[config.mk]
export PLATFORM = sky130hd
export DESIGN_NAME = decode_issue
export DESIGN_NICKNAME = d
export VERILOG_FILES = /design/src/rtl/decode_issue.sv
export SDC_FILE = /design/constraint.sdc
export NUM_CORES = 1
export LEC_CHECK = 0
export BUFFER_PORTS_ARGS = -buffer_cell sky130_fd_sc_hd__buf_2
export CORE_AREA = 2 2 106 108
export DETAILED_ROUTE_END_ITERATION = 6
export DIE_AREA = 0 0 108 110
export GPL_TIMING_DRIVEN = 0
export PLACE_DENSITY = 0.7
export SYNTH_ARGS = -nofsm -noshare
export SYNTH_HDL_FRONTEND = slang
export SYNTH_SLANG_ARGS = --single-unit
export TNS_END_PERCENT = 1
[constraint.sdc]
create_clock -name clock -period 1.85 [get_ports clock]
set_clock_uncertainty 0.1 [all_clocks]
set_input_delay 0.185 -clock clock [delete_from_list [all_inputs] [get_ports clock]]
set_output_delay 0.185 -clock clock [all_outputs]
set_load 0.05 [all_outputs]
[src/rtl/decode_issue.sv]
// Decode/issue stage: decodes IF/ID, resolves RAW hazards, loads the ID/EX register.
// Optional macro DECODE_FORWARDING_EN enables EX/MEM/WB operand forwarding (default: stall-only).
module decode_issue (
  input  logic        clock,
  input  logic        reset,
  input  logic        ifidValid,
  input  logic [15:0] ifidInstr,
  input  logic        flush,
  input  logic        exHold,
  output logic [3:0]  rAddr1,
  output logic [3:0]  rAddr2,
  input  logic [15:0] rData1,
  input  logic [15:0] rData2,
  input  logic [15:0] rData0,
  input  logic        exWrite,
  input  logic        exWrite0,
  input  logic        exIsLoad,
  input  logic [3:0]  exDest,
  input  logic [15:0] exData,
  input  logic [15:0] exData0,
  input  logic        memWrite,
  input  logic        memWrite0,
  input  logic [3:0]  memDest,
  input  logic [15:0] memData,
  input  logic [15:0] memData0,
  input  logic        wbWrite,
  input  logic        wbWrite0,
  input  logic [3:0]  wbDest,
  input  logic [15:0] wbData,
  input  logic [15:0] wbData0,
  output logic        stall,
  output logic        illegal,
  output logic        halted,
  output logic        idexValid,
  output logic [3:0]  idexOp,
  output logic [3:0]  idexFunc,
  output logic [3:0]  idexDest,
  output logic [15:0] idexA,
  output logic [15:0] idexB,
  output logic [15:0] idexR0,
  output logic [15:0] idexImm,
  output logic        idexRegWrite,
  output logic        idexRegWrite0,
  output logic        idexMemRead,
  output logic        idexMemWrite,
  output logic        idexBranch,
  output logic        idexHalt
);

  typedef enum logic {RUN = 1'b0, HALTED = 1'b1} state_t;

  typedef struct packed {
    logic        valid;
    logic [3:0]  op;
    logic [3:0]  func;
    logic [3:0]  dest;
    logic [15:0] a;
    logic [15:0] b;
    logic [15:0] r0;
    logic [15:0] imm;
    logic        reg_write;
    logic        reg_write0;
    logic        mem_read;
    logic        mem_write;
    logic        branch;
    logic        halt;
  } idex_t;

  state_t state_q, state_d;
  idex_t  idex_q, idex_d, dec;
  logic   illegal_q, illegal_d;

  logic [3:0] op, ra, rb, func;
  assign op     = ifidInstr[15:12];
  assign ra     = ifidInstr[11:8];
  assign rb     = ifidInstr[7:4];
  assign func   = ifidInstr[3:0];
  assign rAddr1 = ra;
  assign rAddr2 = rb;

  logic is_alu, is_lw, is_sw, is_br, is_jmp, is_halt, is_illegal;
  always_comb begin
    is_alu     = (op == 4'h0);
    is_lw      = (op == 4'h8);
    is_sw      = (op == 4'hB);
    is_br      = (op == 4'h4) || (op == 4'h5) || (op == 4'h6);
    is_jmp     = (op == 4'hC);
    is_halt    = (op == 4'hF);
    is_illegal = !(is_alu || is_lw || is_sw || is_br || is_jmp || is_halt);
  end

  // Source slots: 0 = ra, 1 = rb, 2 = R0 (branch compare operand)
  logic [2:0]       used;
  logic [2:0][3:0]  src;
  logic [2:0][15:0] rf;
  logic [2:0]       hit_ex, hit_mem, hit_wb;
  logic [2:0][15:0] opnd;
  logic             hazard;

  assign used[0] = ifidValid && (is_alu || is_sw || is_br);
  assign used[1] = ifidValid && (is_alu || is_lw || is_sw);
  assign used[2] = ifidValid && is_br;
  assign src     = {4'd0, rb, ra};
  assign rf      = {rData0, rData2, rData1};

  // Register 0 is also written through the Write0 side channel (MUL/DIV)
  always_comb begin
    hit_ex  = '0;
    hit_mem = '0;
    hit_wb  = '0;
    for (int i = 0; i < 3; i++) begin
      hit_ex[i]  = (exWrite  && exDest  == src[i]) || (exWrite0  && src[i] == 4'd0);
      hit_mem[i] = (memWrite && memDest == src[i]) || (memWrite0 && src[i] == 4'd0);
      hit_wb[i]  = (wbWrite  && wbDest  == src[i]) || (wbWrite0  && src[i] == 4'd0);
    end
  end

`ifdef DECODE_FORWARDING_EN
  logic [2:0]       hit_load;
  logic [2:0][15:0] fwd;
  always_comb begin
    hit_load = '0;
    fwd      = '0;
    for (int i = 0; i < 3; i++) begin
      hit_load[i] = exIsLoad && exWrite && (exDest == src[i]);
      if (hit_ex[i])
        fwd[i] = (exWrite0 && src[i] == 4'd0) ? exData0 : exData;
      else if (hit_mem[i])
        fwd[i] = (memWrite0 && src[i] == 4'd0) ? memData0 : memData;
      else if (hit_wb[i])
        fwd[i] = (wbWrite0 && src[i] == 4'd0) ? wbData0 : wbData;
      else
        fwd[i] = rf[i];
    end
  end
  assign hazard = |(used & hit_load);
  assign opnd   = fwd;
`else
  logic unused_fwd_inputs;
  assign unused_fwd_inputs = ^{exIsLoad, exData, exData0, memData, memData0, wbData, wbData0};
  assign hazard = |(used & (hit_ex | hit_mem | hit_wb));
  assign opnd   = rf;
`endif

  always_comb begin
    dec            = '0;
    dec.valid      = 1'b1;
    if (!is_illegal) begin
      dec.op   = op;
      dec.func = func;
      dec.dest = ra;
      dec.a    = opnd[0];
      dec.b    = opnd[1];
      dec.r0   = opnd[2];
    end
    dec.reg_write  = is_alu || is_lw;
    dec.reg_write0 = is_alu && (func == 4'h4 || func == 4'h5);
    dec.mem_read   = is_lw;
    dec.mem_write  = is_sw;
    dec.branch     = is_br || is_jmp;
    dec.halt       = is_halt;
    if (is_lw || is_sw)
      dec.imm = {{12{ifidInstr[3]}}, ifidInstr[3:0]};
    else if (is_br || is_jmp)
      dec.imm = {{8{ifidInstr[7]}}, ifidInstr[7:0]};
  end

  // Priority: flush > exHold > hazard bubble > issue; HALTED only emits bubbles
  always_comb begin
    state_d   = state_q;
    idex_d    = idex_q;
    illegal_d = 1'b0;
    stall     = 1'b0;
    if (state_q == HALTED) begin
      stall  = 1'b1;
      idex_d = '0;
    end else if (flush) begin
      idex_d = '0;
    end else if (exHold) begin
      stall = 1'b1;
    end else if (hazard) begin
      stall  = 1'b1;
      idex_d = '0;
    end else if (ifidValid) begin
      idex_d    = dec;
      illegal_d = is_illegal;
      if (is_halt) state_d = HALTED;
    end else begin
      idex_d = '0;
    end
  end

  always_ff @(posedge clock or negedge reset) begin
    if (!reset) begin
      state_q   <= RUN;
      idex_q    <= '0;
      illegal_q <= 1'b0;
    end else begin
      state_q   <= state_d;
      idex_q    <= idex_d;
      illegal_q <= illegal_d;
    end
  end

  assign halted        = (state_q == HALTED);
  assign illegal       = illegal_q;
  assign idexValid     = idex_q.valid;
  assign idexOp        = idex_q.op;
  assign idexFunc      = idex_q.func;
  assign idexDest      = idex_q.dest;
  assign idexA         = idex_q.a;
  assign idexB         = idex_q.b;
  assign idexR0        = idex_q.r0;
  assign idexImm       = idex_q.imm;
  assign idexRegWrite  = idex_q.reg_write;
  assign idexRegWrite0 = idex_q.reg_write0;
  assign idexMemRead   = idex_q.mem_read;
  assign idexMemWrite  = idex_q.mem_write;
  assign idexBranch    = idex_q.branch;
  assign idexHalt      = idex_q.halt;

endmodule

==> results of run 1 <==
-- sequential cells by signal, summed over array words and instances (netlist names), 4 cells and up --
name / cells
idexDest: 4
idexOp: 4
idexImm: 8
idexFunc: 4
idexR0: 16
idexB: 16
idexA: 16
-- per-stage QoR --
stage | power, mW | utilization [%]
6_report | 3.92 | 51.0
5_1_grt | 4.11 | 51.0
4_1_cts | 3.96 | 50.7
3_5_place_dp | 2.55 | 43.6
3_3_place_gp | 2.53 | 43.3
2_1_floorplan | 2.25 | -
-- final cells by class --
cell class / count / area (sq um)
diodes: 1 / 2.50
plain buffers: 41 / 294
clock buffers: 11 / 151
clock inverters: 4 / 47.5
fillers: 968 / 5240
inverters: 2 / 7.51
multi-input cells: 177 / 1410
flip-flops and latches: 77 / 1930
well taps: 140 / 175
repair buffers: 229 / 1440
-- synth_stat cells, drive strengths merged (5+ instances only) --
cell    instances
dfrtp          77
a32o           67
buf            23
nand2          19
clkbuf         18
xor2           18
o21ai           9
nor2            8
nor3            6
nor4            6
xnor2           6
a21oi           5
nand4           5
-- routing by layer --
metal / wire, microns / share of wire, % / global-route usage (%) / up-vias
li1: - / - / - / 1624
met1: 4830 / 41 / 22.6 / 1766
met2: 5870 / 50 / 33.8 / 144
met3: 1010 / 8.5 / 7.35 / 11
met4: 112 / 0.95 / 5.95 / 0
met5: 0 / 0 / 0 / -
-- logic make-up (layout without fill, tap and decap cells) --
group           after synthesis  in the layout  share of synthesized area, %
compound gates               91             91                          23.2
flops                        77             77                          54.3
simple gates                 60             60                          8.74
buf+inv                      43            287                          7.36
xor+xnor                     24             24                          5.92
fa+ha+maj                     2              2                         0.564
other cells                   0              1                             0
-- power breakdown --
group / total [mW] / leakage (nW) / internal, mW / switching (mW)
clock network: 1.28 / 0.101 / 0.686 / 0.596
logic: 0.884 / 1.65 / 0.330 / 0.554
registers: 1.76 / 1.07 / 1.72 / 0.0317
-- final timing paths --
path	cells past startpoint	endpoint	from
setup / recovery	8	stall	ifidInstr[5]
hold / removal	3	idexFunc[0]	ifidInstr[0]
hold reg to reg	1	idexValid	idexValid
max in group asynchronous	3	idexFunc[3]	reset
setup reg to reg	4	idexR0[15]	halted
min in group asynchronous	2	idexR0[9]	reset
-- what timing repair did --
item	4_1_cts	5_1_grt
buffers inserted	5	0
gates cloned	0	0
setup endpoints to repair	60	75
pin swaps	4	1
hold buffers	45	0
resized for setup	26	14
endpoints found under the hold margin	82	0
-- worst reg2reg max path: stages, from the launching register on --
cell and delay [ns]:
dfrtp_1 0.48, nor3b_2 0.34, clkbuf_4 0.29, clkbuf_2 0.27
a32o_1 0.18
==> results.py, run 1 <==
metrics = {
    "grt": {
        "gr-total-overflow": 0,
        "gr-usage-all-layers_pct": 19.6,
        "first_global_vias": 3565,
        "grt_max_degree": 40,
        "antenna_found_initial": 2,
        "grt_first_pass_wirelength_microns": 17900,
    },
    "sta": {
        "final.period_utilization_pct": 106,
        "final_hold_viol_count": 0,
        "drv_slew": 0,
        "totalNegativeSetupSlack_ns": -0.676,
        "holdWs_ns": 0.0223,
        "relSlewSlack_pct": 57.9,
        "setup_viol": 38,
        "fin_crit_ns": 1.96,
        "rsz0062_at_grt": "true",
        "worst_pin_slew_ns": 0.625,
        "fin_ws_ns": -0.110,
        "fmax_mhz": 510,
    },
    "yosys": {
        "ys_types": 37,
        "synth.top_cell.area_share_pct": 54.3,
        "syn_area_sq_um": 3550,
        "yosysWarningCount": 0,
        "synth_cells": 297,
        "synth_seq_cells": 77,
        "synth-seq-area-share_pct": 54.3,
        "async_flop_share_pct": 100,
        "syn_area_per_cell_sq_um": 12.0,
        "synth_edf_count": 0,
        "syn_nets": 481,
        "synth.area.top_cells": "dfrtp_1, a32o_1, xor2_1",
        "ys.flop_type": "dfrtp_1",
        "yosysTopAreaCell": "dfrtp_1",
    },
    "setup_path": {
        "cpPeakStageDelay_ns": 0.52,
        "crit_slowest_cell": "or4_4",
        "crit_family": "simple AND/OR/NAND/NOR gates",
        "endpoint_kind": "output port",
        "crit_chain": "buf_8 -> or4_4 -> nor2_2 -> a31oi_1 -> a31o_1 -> and2_4 -> a31oi_4 -> buf_6",
        "path_buf_inv": 2,
        "required_ns": 1.56,
        "critical_path.max_fanout": 2,
        "cp.arrival_ns": 1.68,
        "crit_path_start_kind": "input port",
        "reg2reg_slack_ns": 0.13,
        "worstSetupPathType": "input port to output port",
    },
    "die": {
        "num_rows": 38,
        "pin_count": 278,
        "die_area_sq_um": 11900,
        "die_width_microns": 108,
        "core_sq_um": 10700,
        "die_h_microns": 110,
        "start_util_pct": 33.2,
    },
    "finish": {
        "fin_nets": 721,
        "mostFrequentLayoutCells": "buf_2, dfrtp_1, a32o_1, dlygate4sd3_1, buf_4",
        "final_cell_count_no_fill": 682,
        "drive_gt1_share_pct": 45.1,
        "final_common_cell": "buf_2",
        "syn_to_final_growth_pct": 53.7,
        "final_area_sq_um": 5460,
    },
    "hold_path": {
        "hp-class": "input port to register",
    },
    "drt": {
        "routed_wl_microns": 11800,
        "drc_errors": 0,
        "dr.pass1.iters": 4,
        "drtAntennaViolNets": 0,
        "drt_iter0_drc": 211,
        "viasPerCell": 5.20,
        "wl_per_cell_microns": 17.3,
        "routed-via-count": 3545,
    },
    "placement": {
        "hpwl_microns": 8090,
        "post-place-ws_ns": -0.456,
        "io_buffers": 178,
        "post-place-cells": 616,
        "place.gp.congestion": 0.804,
        "dpl_cell_area_sq_um": 4660,
    },
    "clock_network": {
        "cts_root_buf": "clkbuf_8",
        "clockBufferDepth": 2,
        "h-tree-depth": 3,
        "path_clk_slew_ns": 0.07,
        "cts_tree": "built",
        "cts_num_sinks": 77,
        "clock_latency_ns": 0.33,
        "cts_buffers": 9,
    },
    "run_status": {
        "failed_checks": "setup timing",
        "status": "finished with violations",
    },
    "pwr": {
        "p_leak_nw": 2.81,
        "max-vdd-ir-drop_mv": 0.497,
        "pwr_density_cell_nw_per_um2": 718,
    },
    "run": {
        "maxCapViolCount": 0,
    },
}
Note: power is estimated with default switching activity, not from simulation.
==> run 2, diff against run 1 <==
GPL_TIMING_DRIVEN = not set   (was 0)
==> results.py, run 2 (same netlist as run 1, synthesis figures left out) <==
metrics = {
    "run_status": {
        "status": "finished with violations",
        "failed_checks": "setup timing",
    },
    "sta": {
        "final.period_utilization_pct": 104,
        "setup_viol": 3,
        "fin_crit_ns": 1.93,
        "fin_ws_ns": -0.0782,
        "final_hold_viol_count": 0,
        "relSlewSlack_pct": 65.7,
        "worst_pin_slew_ns": 0.515,
        "totalNegativeSetupSlack_ns": -0.0895,
        "rsz0062_at_grt": "true",
        "drv_slew": 0,
        "fmax_mhz": 519,
    },
    "pwr": {
        "max-vdd-ir-drop_mv": 0.415,
        "pwr-share-seq_pct": 44.4,
        "sw_frac_of_total_pct": 30.6,
        "p_switching_mw": 1.21,
        "pwr_density_cell_nw_per_um2": 714,
        "intPower_mw": 2.74,
        "p_comb_share_pct": 23.2,
        "p_leak_nw": 2.83,
        "power_frac_clock_pct": 32.4,
    },
    "die": {
        "start_util_pct": 33.2,
        "core_sq_um": 10700,
        "pin_count": 278,
        "num_rows": 38,
        "die_h_microns": 110,
        "die_width_microns": 108,
        "die_area_sq_um": 11900,
    },
    "clock_network": {
        "clock_latency_ns": 0.33,
        "clockBufferDepth": 2,
        "h-tree-depth": 3,
        "cts_buffers": 9,
        "path_clk_slew_ns": 0.08,
        "cts_root_buf": "clkbuf_8",
        "cts_tree": "built",
        "cts_num_sinks": 77,
    },
    "setup_path": {
        "endpoint_kind": "output port",
        "required_ns": 1.56,
        "worstSetupPathType": "input port to output port",
        "crit_chain": "buf_6 -> or4_4 -> nor2_2 -> a31oi_1 -> a31o_1 -> and2_4 -> a31oi_4 -> buf_8",
        "cp.arrival_ns": 1.64,
        "critical_path.max_fanout": 2,
        "crit_path_start_kind": "input port",
        "crit_slowest_cell": "or4_4",
        "cpPeakStageDelay_ns": 0.53,
    },
    "finish": {
        "drive_gt1_share_pct": 46.9,
        "final_common_cell": "buf_2",
        "syn_to_final_growth_pct": 55.6,
        "fillCellCount": 962,
        "mostFrequentLayoutCells": "buf_2, dfrtp_1, a32o_1, dlygate4sd3_1, buf_4",
        "fin_nets": 719,
        "n_antenna_cell": 0,
    },
    "grt": {
        "gr-usage-all-layers_pct": 18.7,
        "gr-total-overflow": 0,
        "grt_max_degree": 40,
        "antenna_found_initial": 1,
        "grt_first_pass_wirelength_microns": 17200,
        "first_global_vias": 3490,
    },
    "drt": {
        "dr.pass1.iters": 5,
        "routed-via-count": 3527,
        "drc_errors": 0,
        "drt_iter0_drc": 231,
        "routed_wl_microns": 11500,
        "wl_per_cell_microns": 16.9,
        "viasPerCell": 5.19,
        "drtAntennaViolNets": 0,
    },
    "placement": {
        "hpwl_microns": 7840,
        "place.gp.congestion": 0.823,
        "io_buffers": 180,
        "post-place-ws_ns": -0.282,
    },
    "run": {
        "maxCapViolCount": 0,
    },
    "hold_path": {
        "hp-class": "input port to register",
    },
}
## run 2: cell count changes in the layout (fill, tap and decap cells not counted), sizes merged
cell	change
inv	+1
clkbuf	-18
diode	-1
buf	+16
clkinvlp	+1
clkinv	-1
## run 2: worst max-delay path, delay by kind of cell
kind | cells | cell delay, ns
and+or+nand+nor | 3 | 0.80
buffers and inverters | 2 | 0.26
AOI/OAI and AO/OA | 3 | 0.39
## run 2: routing by layer
| metal | vias up | GRT usage (%) | part of all wire, % |
|---|---|---|---|
| met5 | - | 0 | 0 |
| met4 | 0 | 5.59 | 1.9 |
| met3 | 25 | 6.58 | 9.0 |
| met2 | 166 | 32.1 | 49 |
| met1 | 1714 | 22.2 | 40 |
| li1 | 1622 | - | - |
## run 2: through the flow
step	util [%]	std cells	instance area (sq um)	hold WS, ns	power (mW)
after CTS	50.9	677	5440	0.000512	3.96
final	51.7	680	5530	0.0128	3.95
after floorplan	-	297	3570	-0.211	2.25
after detailed placement	44.7	617	4780	0.0910	2.59
after global placement	44.7	617	4780	0.0821	2.57
after global routing	51.7	680	5530	0.00197	4.14
## run 2: area by class of cell
type	instances	area, sq um	share of cell area [%]
clock buffer	11	141	2.56
clock inverter	5	58.8	1.06
inverter	2	7.51	0.136
multi-input combinational	177	1450	26.2
sequential	77	1930	34.9
tap	140	175	3.17
timing repair buffer	268	1770	32.0
## run 2: final timing paths
kind,startpoint,end,cells after the start,slack (ns)
max in group asynchronous,reset,idexMemRead,3,0.79
min in group asynchronous,reset,idexB[0],2,0.26
worst max register to register,halted,idexB[11],4,0.25
worst min-delay path,rData0[14],idexR0[14],2,0.01
worst max-delay path,ifidInstr[6],stall,8,-0.08
worst min register to register,idexValid,idexValid,1,0.38
## run 2: repair_timing
action	in CTS	in global routing
buffers inserted	1	1
pin swaps	4	30
hold endpoints to repair	80	2
resized for setup	6	11
setup endpoints to repair	1	6
hold buffers	43	2
## run 2: power groups by stage
stage          Clock [mW]  Combinational, mW  Sequential, mW
4_1_cts              1.32              0.892            1.75
5_1_grt              1.41              0.972            1.76
3_3_place_gp            0              0.790            1.78
6_report             1.28              0.914            1.75
2_1_floorplan           0              0.315            1.94
3_5_place_dp            0              0.808            1.79
